$ cat config.mk
export PLATFORM = sky130hd
export DESIGN_NAME = if_stage_flat
export DESIGN_NICKNAME = d
export VERILOG_FILES = /design/src/rtl/if_stage_pkg.sv /design/src/rtl/if_stage_if.sv /design/src/rtl/if_stage_if_id_reg.sv /design/src/rtl/if_stage.sv /design/src/flat_wrapper.sv
export SDC_FILE = /design/constraint.sdc
export NUM_CORES = 1
export LEC_CHECK = 0
export CAP_MARGIN = 20
export CORE_UTILIZATION = 40
export DETAILED_ROUTE_END_ITERATION = 7
export DONT_BUFFER_PORTS = 1
export HOLD_SLACK_MARGIN = 0.15
export PLACE_DENSITY = 0.57
export SYNTH_ARGS = -nofsm -noshare
export SYNTH_HDL_FRONTEND = slang
export SYNTH_SLANG_ARGS = --single-unit
export TNS_END_PERCENT = 100
$ cat constraint.sdc
create_clock -name clk -period 29.4 [get_ports clk]
set_input_delay 5.88 -clock clk [delete_from_list [all_inputs] [get_ports clk]]
set_output_delay 5.88 -clock clk [all_outputs]
set_load 0.05 [all_outputs]
$ cat src/rtl/if_stage_pkg.sv
// Shared constants and stall codes for the instruction-fetch stage of the RV64 core.
package if_stage_pkg;

   localparam int          DEF_XLEN     = 64;
   localparam logic [63:0] DEF_PC_RESET = 64'h0000_0000_8000_0000;
   localparam logic [31:0] DEF_NOP_INST = 32'h0000_0013;

   typedef enum logic [1:0] {
      STALL_NEXT = 2'd0,
      STALL_KEEP = 2'd1,
      STALL_ZERO = 2'd2
   } stall_e;

endpackage

$ cat src/rtl/if_stage_if.sv
// Instruction-memory handshake: one request channel plus a response channel.
interface if_stage_if
   import if_stage_pkg::*;
#(
   parameter int XLEN = DEF_XLEN
) ();

   logic            imem_req_valid;
   logic            imem_req_ready;
   logic [XLEN-1:0] imem_req_addr;
   logic            imem_resp_valid;
   logic [31:0]     imem_resp_data;

   modport master (
      output imem_req_valid,
      output imem_req_addr,
      input  imem_req_ready,
      input  imem_resp_valid,
      input  imem_resp_data
   );

   modport slave (
      input  imem_req_valid,
      input  imem_req_addr,
      output imem_req_ready,
      output imem_resp_valid,
      output imem_resp_data
   );

endinterface

$ cat src/rtl/if_stage_if_id_reg.sv
// IF/ID pipeline register: loads, flushes to a bubble, or holds according to its stall code.
module if_id_reg
   import if_stage_pkg::*;
#(
   parameter int          XLEN     = DEF_XLEN,
   parameter logic [31:0] NOP_INST = DEF_NOP_INST
) (
   input  logic            clk,
   input  logic            rst,
   input  logic [1:0]      stall_i,
   input  logic            valid_i,
   input  logic [XLEN-1:0] pc_i,
   input  logic [31:0]     inst_i,
   input  logic            misalign_i,
   output logic            valid_o,
   output logic [XLEN-1:0] pc_o,
   output logic [31:0]     inst_o,
   output logic            misalign_o
);

   logic            valid_q;
   logic [XLEN-1:0] pc_q;
   logic [31:0]     inst_q;
   logic            misalign_q;

   always_ff @(posedge clk or posedge rst) begin
      if (rst) begin
         valid_q    <= 1'b0;
         pc_q       <= '0;
         inst_q     <= NOP_INST;
         misalign_q <= 1'b0;
      end else begin
         case (stall_i)
            STALL_NEXT: begin
               valid_q    <= valid_i;
               pc_q       <= pc_i;
               inst_q     <= inst_i;
               misalign_q <= misalign_i;
            end
            STALL_ZERO: begin
               valid_q    <= 1'b0;
               pc_q       <= '0;
               inst_q     <= NOP_INST;
               misalign_q <= 1'b0;
            end
            default: ;
         endcase
      end
   end

   assign valid_o    = valid_q;
   assign pc_o       = pc_q;
   assign inst_o     = inst_q;
   assign misalign_o = misalign_q;

endmodule

$ cat src/rtl/if_stage.sv
// Instruction-fetch stage: PC register, single-outstanding fetch FSM, redirect latch and IF/ID register.
module if_stage
   import if_stage_pkg::*;
#(
   parameter int              XLEN     = DEF_XLEN,
   parameter logic [XLEN-1:0] PC_RESET = XLEN'(DEF_PC_RESET),
   parameter logic [31:0]     NOP_INST = DEF_NOP_INST
) (
   input  logic            clk,
   input  logic            rst,
   input  logic [1:0]      pc_stall,
   input  logic [1:0]      if_id_stall,
   input  logic            exc_redirect,
   input  logic [XLEN-1:0] exc_target,
   input  logic            br_redirect,
   input  logic [XLEN-1:0] br_target,
   output logic            if_stall_req,
   if_stage_if.master      imem,
   output logic            id_valid,
   output logic [XLEN-1:0] id_pc,
   output logic [31:0]     id_inst,
   output logic            id_misalign
);

   typedef enum logic [2:0] {S_IDLE, S_REQ, S_WAIT, S_DONE, S_DROP} state_e;

   state_e          state_q, state_d;
   logic [XLEN-1:0] pc_q, pc_d, redir_pc_q, redir_pc_d, req_addr_q, req_addr_d;
   logic            redir_pend_q, redir_pend_d, redir_exc_q, redir_exc_d;
   logic [31:0]     inst_buf_q, inst_buf_d;
   logic            misalign_buf_q, misalign_buf_d;
   logic            drop_need_ready_q, drop_need_ready_d;
   logic            req_valid_q, req_valid_d, stall_req_q, stall_req_d;
   logic            pc_advance, kill, pc_aligned, fetch_done;

   // Illegal NEXT codes degrade to KEEP; an exception may advance the PC from any state.
   assign pc_advance = (pc_stall == STALL_NEXT) && ((state_q == S_DONE) || exc_redirect);
   assign kill       = pc_advance && exc_redirect;
   assign pc_aligned = (pc_q[1:0] == 2'b00);
   assign fetch_done = (state_q == S_DONE);

   always_comb begin
      pc_d         = pc_q;
      redir_pend_d = redir_pend_q;
      redir_exc_d  = redir_exc_q;
      redir_pc_d   = redir_pc_q;
      if (pc_advance) begin
         if (exc_redirect)      pc_d = exc_target;
         else if (br_redirect)  pc_d = br_target;
         else if (redir_pend_q) pc_d = redir_pc_q;
         else                   pc_d = pc_q + XLEN'(4);
         redir_pend_d = 1'b0;
         redir_exc_d  = 1'b0;
      end else if (exc_redirect) begin
         redir_pend_d = 1'b1;
         redir_exc_d  = 1'b1;
         redir_pc_d   = exc_target;
      end else if (br_redirect && !redir_exc_q) begin
         redir_pend_d = 1'b1;
         redir_pc_d   = br_target;
      end
   end

   // A killed transaction still runs to completion in DROP so its response never lands in a later WAIT.
   always_comb begin
      state_d           = state_q;
      inst_buf_d        = inst_buf_q;
      misalign_buf_d    = misalign_buf_q;
      drop_need_ready_d = drop_need_ready_q;
      case (state_q)
         S_IDLE: state_d = S_REQ;
         S_REQ: begin
            if (!pc_aligned) begin
               if (kill) begin
                  state_d = S_REQ;
               end else begin
                  inst_buf_d     = NOP_INST;
                  misalign_buf_d = 1'b1;
                  state_d        = S_DONE;
               end
            end else if (imem.imem_req_ready) begin
               state_d           = kill ? S_DROP : S_WAIT;
               drop_need_ready_d = 1'b0;
            end else if (kill) begin
               state_d           = S_DROP;
               drop_need_ready_d = 1'b1;
            end
         end
         S_WAIT: begin
            if (imem.imem_resp_valid) begin
               if (kill) begin
                  state_d = S_REQ;
               end else begin
                  inst_buf_d     = imem.imem_resp_data;
                  misalign_buf_d = 1'b0;
                  state_d        = S_DONE;
               end
            end else if (kill) begin
               state_d           = S_DROP;
               drop_need_ready_d = 1'b0;
            end
         end
         S_DONE: if (pc_advance) state_d = S_REQ;
         S_DROP: begin
            if (drop_need_ready_q) begin
               if (imem.imem_req_ready) drop_need_ready_d = 1'b0;
            end else if (imem.imem_resp_valid) begin
               state_d = S_REQ;
            end
         end
         default: state_d = S_IDLE;
      endcase

      req_valid_d = ((state_d == S_REQ) && (pc_d[1:0] == 2'b00)) ||
                    ((state_d == S_DROP) && drop_need_ready_d);
      stall_req_d = (state_d != S_DONE);
      req_addr_d  = (state_d == S_DROP) ? req_addr_q : pc_d;
   end

   always_ff @(posedge clk or posedge rst) begin
      if (rst) begin
         state_q           <= S_IDLE;
         pc_q              <= PC_RESET;
         redir_pend_q      <= 1'b0;
         redir_exc_q       <= 1'b0;
         redir_pc_q        <= '0;
         inst_buf_q        <= NOP_INST;
         misalign_buf_q    <= 1'b0;
         drop_need_ready_q <= 1'b0;
         req_valid_q       <= 1'b0;
         stall_req_q       <= 1'b1;
         req_addr_q        <= PC_RESET;
      end else begin
         state_q           <= state_d;
         pc_q              <= pc_d;
         redir_pend_q      <= redir_pend_d;
         redir_exc_q       <= redir_exc_d;
         redir_pc_q        <= redir_pc_d;
         inst_buf_q        <= inst_buf_d;
         misalign_buf_q    <= misalign_buf_d;
         drop_need_ready_q <= drop_need_ready_d;
         req_valid_q       <= req_valid_d;
         stall_req_q       <= stall_req_d;
         req_addr_q        <= req_addr_d;
      end
   end

   assign if_stall_req        = stall_req_q;
   assign imem.imem_req_valid = req_valid_q;
   assign imem.imem_req_addr  = req_addr_q;

   if_id_reg #(
      .XLEN     (XLEN),
      .NOP_INST (NOP_INST)
   ) u_if_id_reg (
      .clk        (clk),
      .rst        (rst),
      .stall_i    (if_id_stall),
      .valid_i    (fetch_done),
      .pc_i       (pc_q),
      .inst_i     (inst_buf_q),
      .misalign_i (misalign_buf_q),
      .valid_o    (id_valid),
      .pc_o       (id_pc),
      .inst_o     (id_inst),
      .misalign_o (id_misalign)
   );

   a_pc_stall_not_zero: assert property (@(posedge clk) disable iff (rst)
      pc_stall != STALL_ZERO);

   a_pc_next_only_when_done: assert property (@(posedge clk) disable iff (rst)
      (pc_stall == STALL_NEXT) |-> ((state_q == S_DONE) || exc_redirect));

endmodule

$ cat src/flat_wrapper.sv
// flat-port wrapper written by rule: the top's interface ports become plain ports
module if_stage_flat import if_stage_pkg::*;
#(
   parameter int              XLEN     = DEF_XLEN,
   parameter logic [XLEN-1:0] PC_RESET = XLEN'(DEF_PC_RESET),
   parameter logic [31:0]     NOP_INST = DEF_NOP_INST
)
  (clk, rst, pc_stall, if_id_stall, exc_redirect, exc_target, br_redirect, br_target, if_stall_req, id_valid, id_pc, id_inst, id_misalign, imem_imem_req_valid, imem_imem_req_addr, imem_imem_req_ready, imem_imem_resp_valid, imem_imem_resp_data);
  if_stage_if #(.XLEN(XLEN)) imem_i ();
  input  logic clk;
  input  logic rst;
  input  logic [1:0] pc_stall;
  input  logic [1:0] if_id_stall;
  input  logic exc_redirect;
  input  logic [XLEN-1:0] exc_target;
  input  logic br_redirect;
  input  logic [XLEN-1:0] br_target;
  output logic if_stall_req;
  output logic id_valid;
  output logic [XLEN-1:0] id_pc;
  output logic [31:0] id_inst;
  output logic id_misalign;
  output wire logic [$bits(imem_i.imem_req_valid)-1:0] imem_imem_req_valid;
  output wire logic [$bits(imem_i.imem_req_addr)-1:0] imem_imem_req_addr;
  input wire logic [$bits(imem_i.imem_req_ready)-1:0] imem_imem_req_ready;
  input wire logic [$bits(imem_i.imem_resp_valid)-1:0] imem_imem_resp_valid;
  input wire logic [$bits(imem_i.imem_resp_data)-1:0] imem_imem_resp_data;
  assign imem_imem_req_valid = imem_i.imem_req_valid;
  assign imem_imem_req_addr = imem_i.imem_req_addr;
  assign imem_i.imem_req_ready = imem_imem_req_ready;
  assign imem_i.imem_resp_valid = imem_imem_resp_valid;
  assign imem_i.imem_resp_data = imem_imem_resp_data;
  if_stage #(.XLEN(XLEN), .PC_RESET(PC_RESET), .NOP_INST(NOP_INST)) u_core (.clk(clk), .rst(rst), .pc_stall(pc_stall), .if_id_stall(if_id_stall), .exc_redirect(exc_redirect), .exc_target(exc_target), .br_redirect(br_redirect), .br_target(br_target), .if_stall_req(if_stall_req), .imem(imem_i), .id_valid(id_valid), .id_pc(id_pc), .id_inst(id_inst), .id_misalign(id_misalign));
endmodule
==> run metrics <==
synthesized area about 0.017 mm²; Pre-antenna DRT Iters 5; most common cell after layout, fill and taps aside dfrtp_1; worst vdd ir between 0.07 and 0.08 mV; latest clock arrival within the worst-skew pair 0.57 ns; Vias/cell between 6 and 7; die height around 210 µm; met3 WL post-DR 5.42 mm; Post-route DRC 0; fin crit share 0.277; clk root buf clkbuf_16; Remaining Overflow, GRT 0; commonest cells after routing, fill and taps aside 321 x dfrtp_1, 235 x nand2_1, 154 x o21ai_0, 143 x nor2_1, 89 x nand2b_1; WS Path Type in2reg; Final Max Slew Viols 0; Synth async-reset ratio 1.00; xor and xnor area share after synthesis 0.00260; # nets final 1878; Reg power frac 0.548; largest net degree at the start of global routing just under 200; Resize count post-CTS 0; actual slew at the worst max-slew pin 1.05 ns; number of antenna violations at the first check in global routing 3; Starting Density 0.409; outcome complete, no violations; die area between 0.04 and 0.05 mm²; Clock H-tree levels 2; Period minus WS final 8.15 ns; met2 routed WL between 20 and 30 mm; sw frac 0.440; Detailed Route Iter0 Violations between 1k and 1.5k; routed wire length 57.7 mm; Worst-path clk slew 0.06 ns; vias in the first global route around 14k; pre-CTS setup slack between 20 and 25 ns; Sum Neg Setup Slack 0 ns; core area 0.0412 mm²; post-synthesis compound-gate area fraction 0.199; hold buffer count at CTS 0; Final GP Congestion around 0.84; Pleak approximately 7.5 nW; first-pass GRT wire length roughly 90 mm; non-filler cells, final about 2.3k; Adder-Cell Fraction of Synth Area 0.000743; Yosys cell types 90; Clock Sinks about 330; wire per inst roughly 25 µm; setup bufs post-CTS 0; unrepaired setup endpoints after global routing false; max cap viols 0; Die X between 200 and 250 µm; Post-DRT Antenna Nets 0; final-report hold violation count 0; CTS tree built; combinational fraction of design power 0.180; NetSw a little over 800 µW; Avg Cell Area, Syn about 9.4 µm²; share of layout cells above drive strength 1 0.104; Hold Path Class reg2reg; internal power ~1.1 mW; Layout area overhead 9.73%; num rows between 70 and 80; Metal-1 WL 25.1 mm; Rel. slew slack 0.293; vias after detailed routing 14.0k; syn nets just under 2k; YS warnings 0; portion of netlist area occupied by mux cells 0.0584; # IOs 334; skew final between 0.02 and 0.025 ns; CP Data Arrival Time 8.61 ns; Max Buffers Root-to-Sink 3; Post-synth top flop dfrtp_1; Core Util, Final 0.449; top layer in use met5; final worst setup slack roughly 21 ns; register area share after synthesis 0.492; Max Freq 123 MHz; clock group share of total power 0.273; total track usage 0.268; combinational family with the most area after synthesis simple AND/OR/NAND/NOR gates; Port Buffers 0; CP Launch Type primary input; number of flops mapped to enable cells by yosys 0; HPWL Detailed 38.5 mm; simple-gate portion of the synthesized area 0.207; critical path peak fanout around 140; Worst Setup End Kind flop; Seq cells post-synth about 330; total CTS buffers 39; Critical Path RT roughly 30 ns; cell count after synthesis approximately 1.8k; PnR Total Power 1.88 mW; Final setup viols 0; dpl cells between 2k and 2.5k; PwrDens a little over 100 mW/mm²
## metrics by stage
stage,hold slack [ns],cell area [µm²]
after floorplan,0.459,16900
after detailed placement,0.473,17100
after CTS,0.482,18500
final,0.484,18500
after global placement,0.469,17100
after global routing,0.502,18500
## cell usage after synthesis, types with 6 or more instances
library cell  number  area (µm²)
a31oi_1           44         275
o221ai_1           7        61.3
and3_1            17         106
or2_2              6        37.5
nand4_1           30         188
a22oi_1            6        45.0
dfrtp_1          322        8060
o31ai_1           35         263
o22ai_1           35         219
or3_1              9        56.3
nand2b_1          89         557
a22o_1            43         377
nor3_1            30         150
o211ai_1          12        90.1
mux2_2            47         529
a311oi_1           8        70.1
nor4_1            16         100
nand3_1           45         225
dfstp_2            9         236
a21oi_1           78         390
nor2b_1            8        50.1
o21ai_0          154         771
and4_1            11        96.3
mux2i_1           42         420
clkbuf_1          84         315
a221o_1            8        80.1
buf_1             13        48.8
buf_2             36         180
a211oi_1          13        97.6
a221oi_1          13         114
nor2_1           144         541
inv_1             21        78.8
nand2_1          235         882
## routing by layer
layer,track usage,vias to the layer above
met5,0,-
met4,0.0932,4
met3,0.0868,106
met2,0.399,608
met1,0.364,6929
li1,-,6381
## final timing paths
| path | slack, ns | endpoint | cells past startpoint | startpoint |
|---|---|---|---|---|
| max in group asynchronous | 22.50 | u_core.inst_buf_q[10]$_DFFE_PP0P_ | 2 | rst |
| min | 0.48 | u_core.inst_buf_q[4]$_DFFE_PP1P_ | 2 | u_core.inst_buf_q[4]$_DFFE_PP1P_ |
| max | 21.25 | u_core.imem.imem_req_addr[63]$_DFFE_PP0P_ | 8 | exc_redirect |
| min in group asynchronous | 5.34 | u_core.u_if_id_reg.pc_o[18]$_DFFE_PP0P_ | 1 | rst |
| max reg2reg | 26.00 | u_core.imem.imem_req_addr[34]$_DFFE_PP0P_ | 7 | u_core.state_q[0]$_DFF_PP0_ |
| min reg2reg | 0.48 | u_core.inst_buf_q[4]$_DFFE_PP1P_ | 2 | u_core.inst_buf_q[4]$_DFFE_PP1P_ |
## cells by family after synthesis
group,after synthesis
simple gates,683
compound gates,514
flops,331
buf+inv,161
mux,92
xor+xnor,5
fa+ha+maj,1
## critical path, cell delays in order
cell and delay (ns):
inv_2 0.03, buf_4 0.30, a21boi_4 0.62, buf_4 0.76, nand3_1 0.24, nor4_2 0.27, o211ai_1 0.13, mux2_2 0.27
## sequential cells by signal (all words and copies together) (netlist names), 3 cells and up
register	count
u_core.imem.imem_req_addr	64
u_core.pc_q	64
u_core.redir_pc_q	64
u_core.u_if_id_reg.pc_o	64
u_core.inst_buf_q	32
u_core.u_if_id_reg.inst_o	32
u_core.state_q	3
## layout make-up
class	count	area, µm²
sequential	331	8300
multi-input combinational	1295	7920
inverter	22	90.1
fill	4010	22700
timing repair buffer	18	175
antenna	1	2.50
tap	532	666
clock buffer	54	1100
clock inverter	18	240
## power groups by stage
stage | registers (mW) | clock network [mW] | logic [mW]
finish | 1.03 | 0.514 | 0.338
global route | 1.05 | 0.539 | 0.379
CTS | 1.03 | 0.524 | 0.339
detailed placement | 1.04 | 0 | 0.337
global placement | 1.03 | 0 | 0.321
floorplan | 0.952 | 0 | 0.290
No activity file was read; power rests on OpenSTA's default activity.
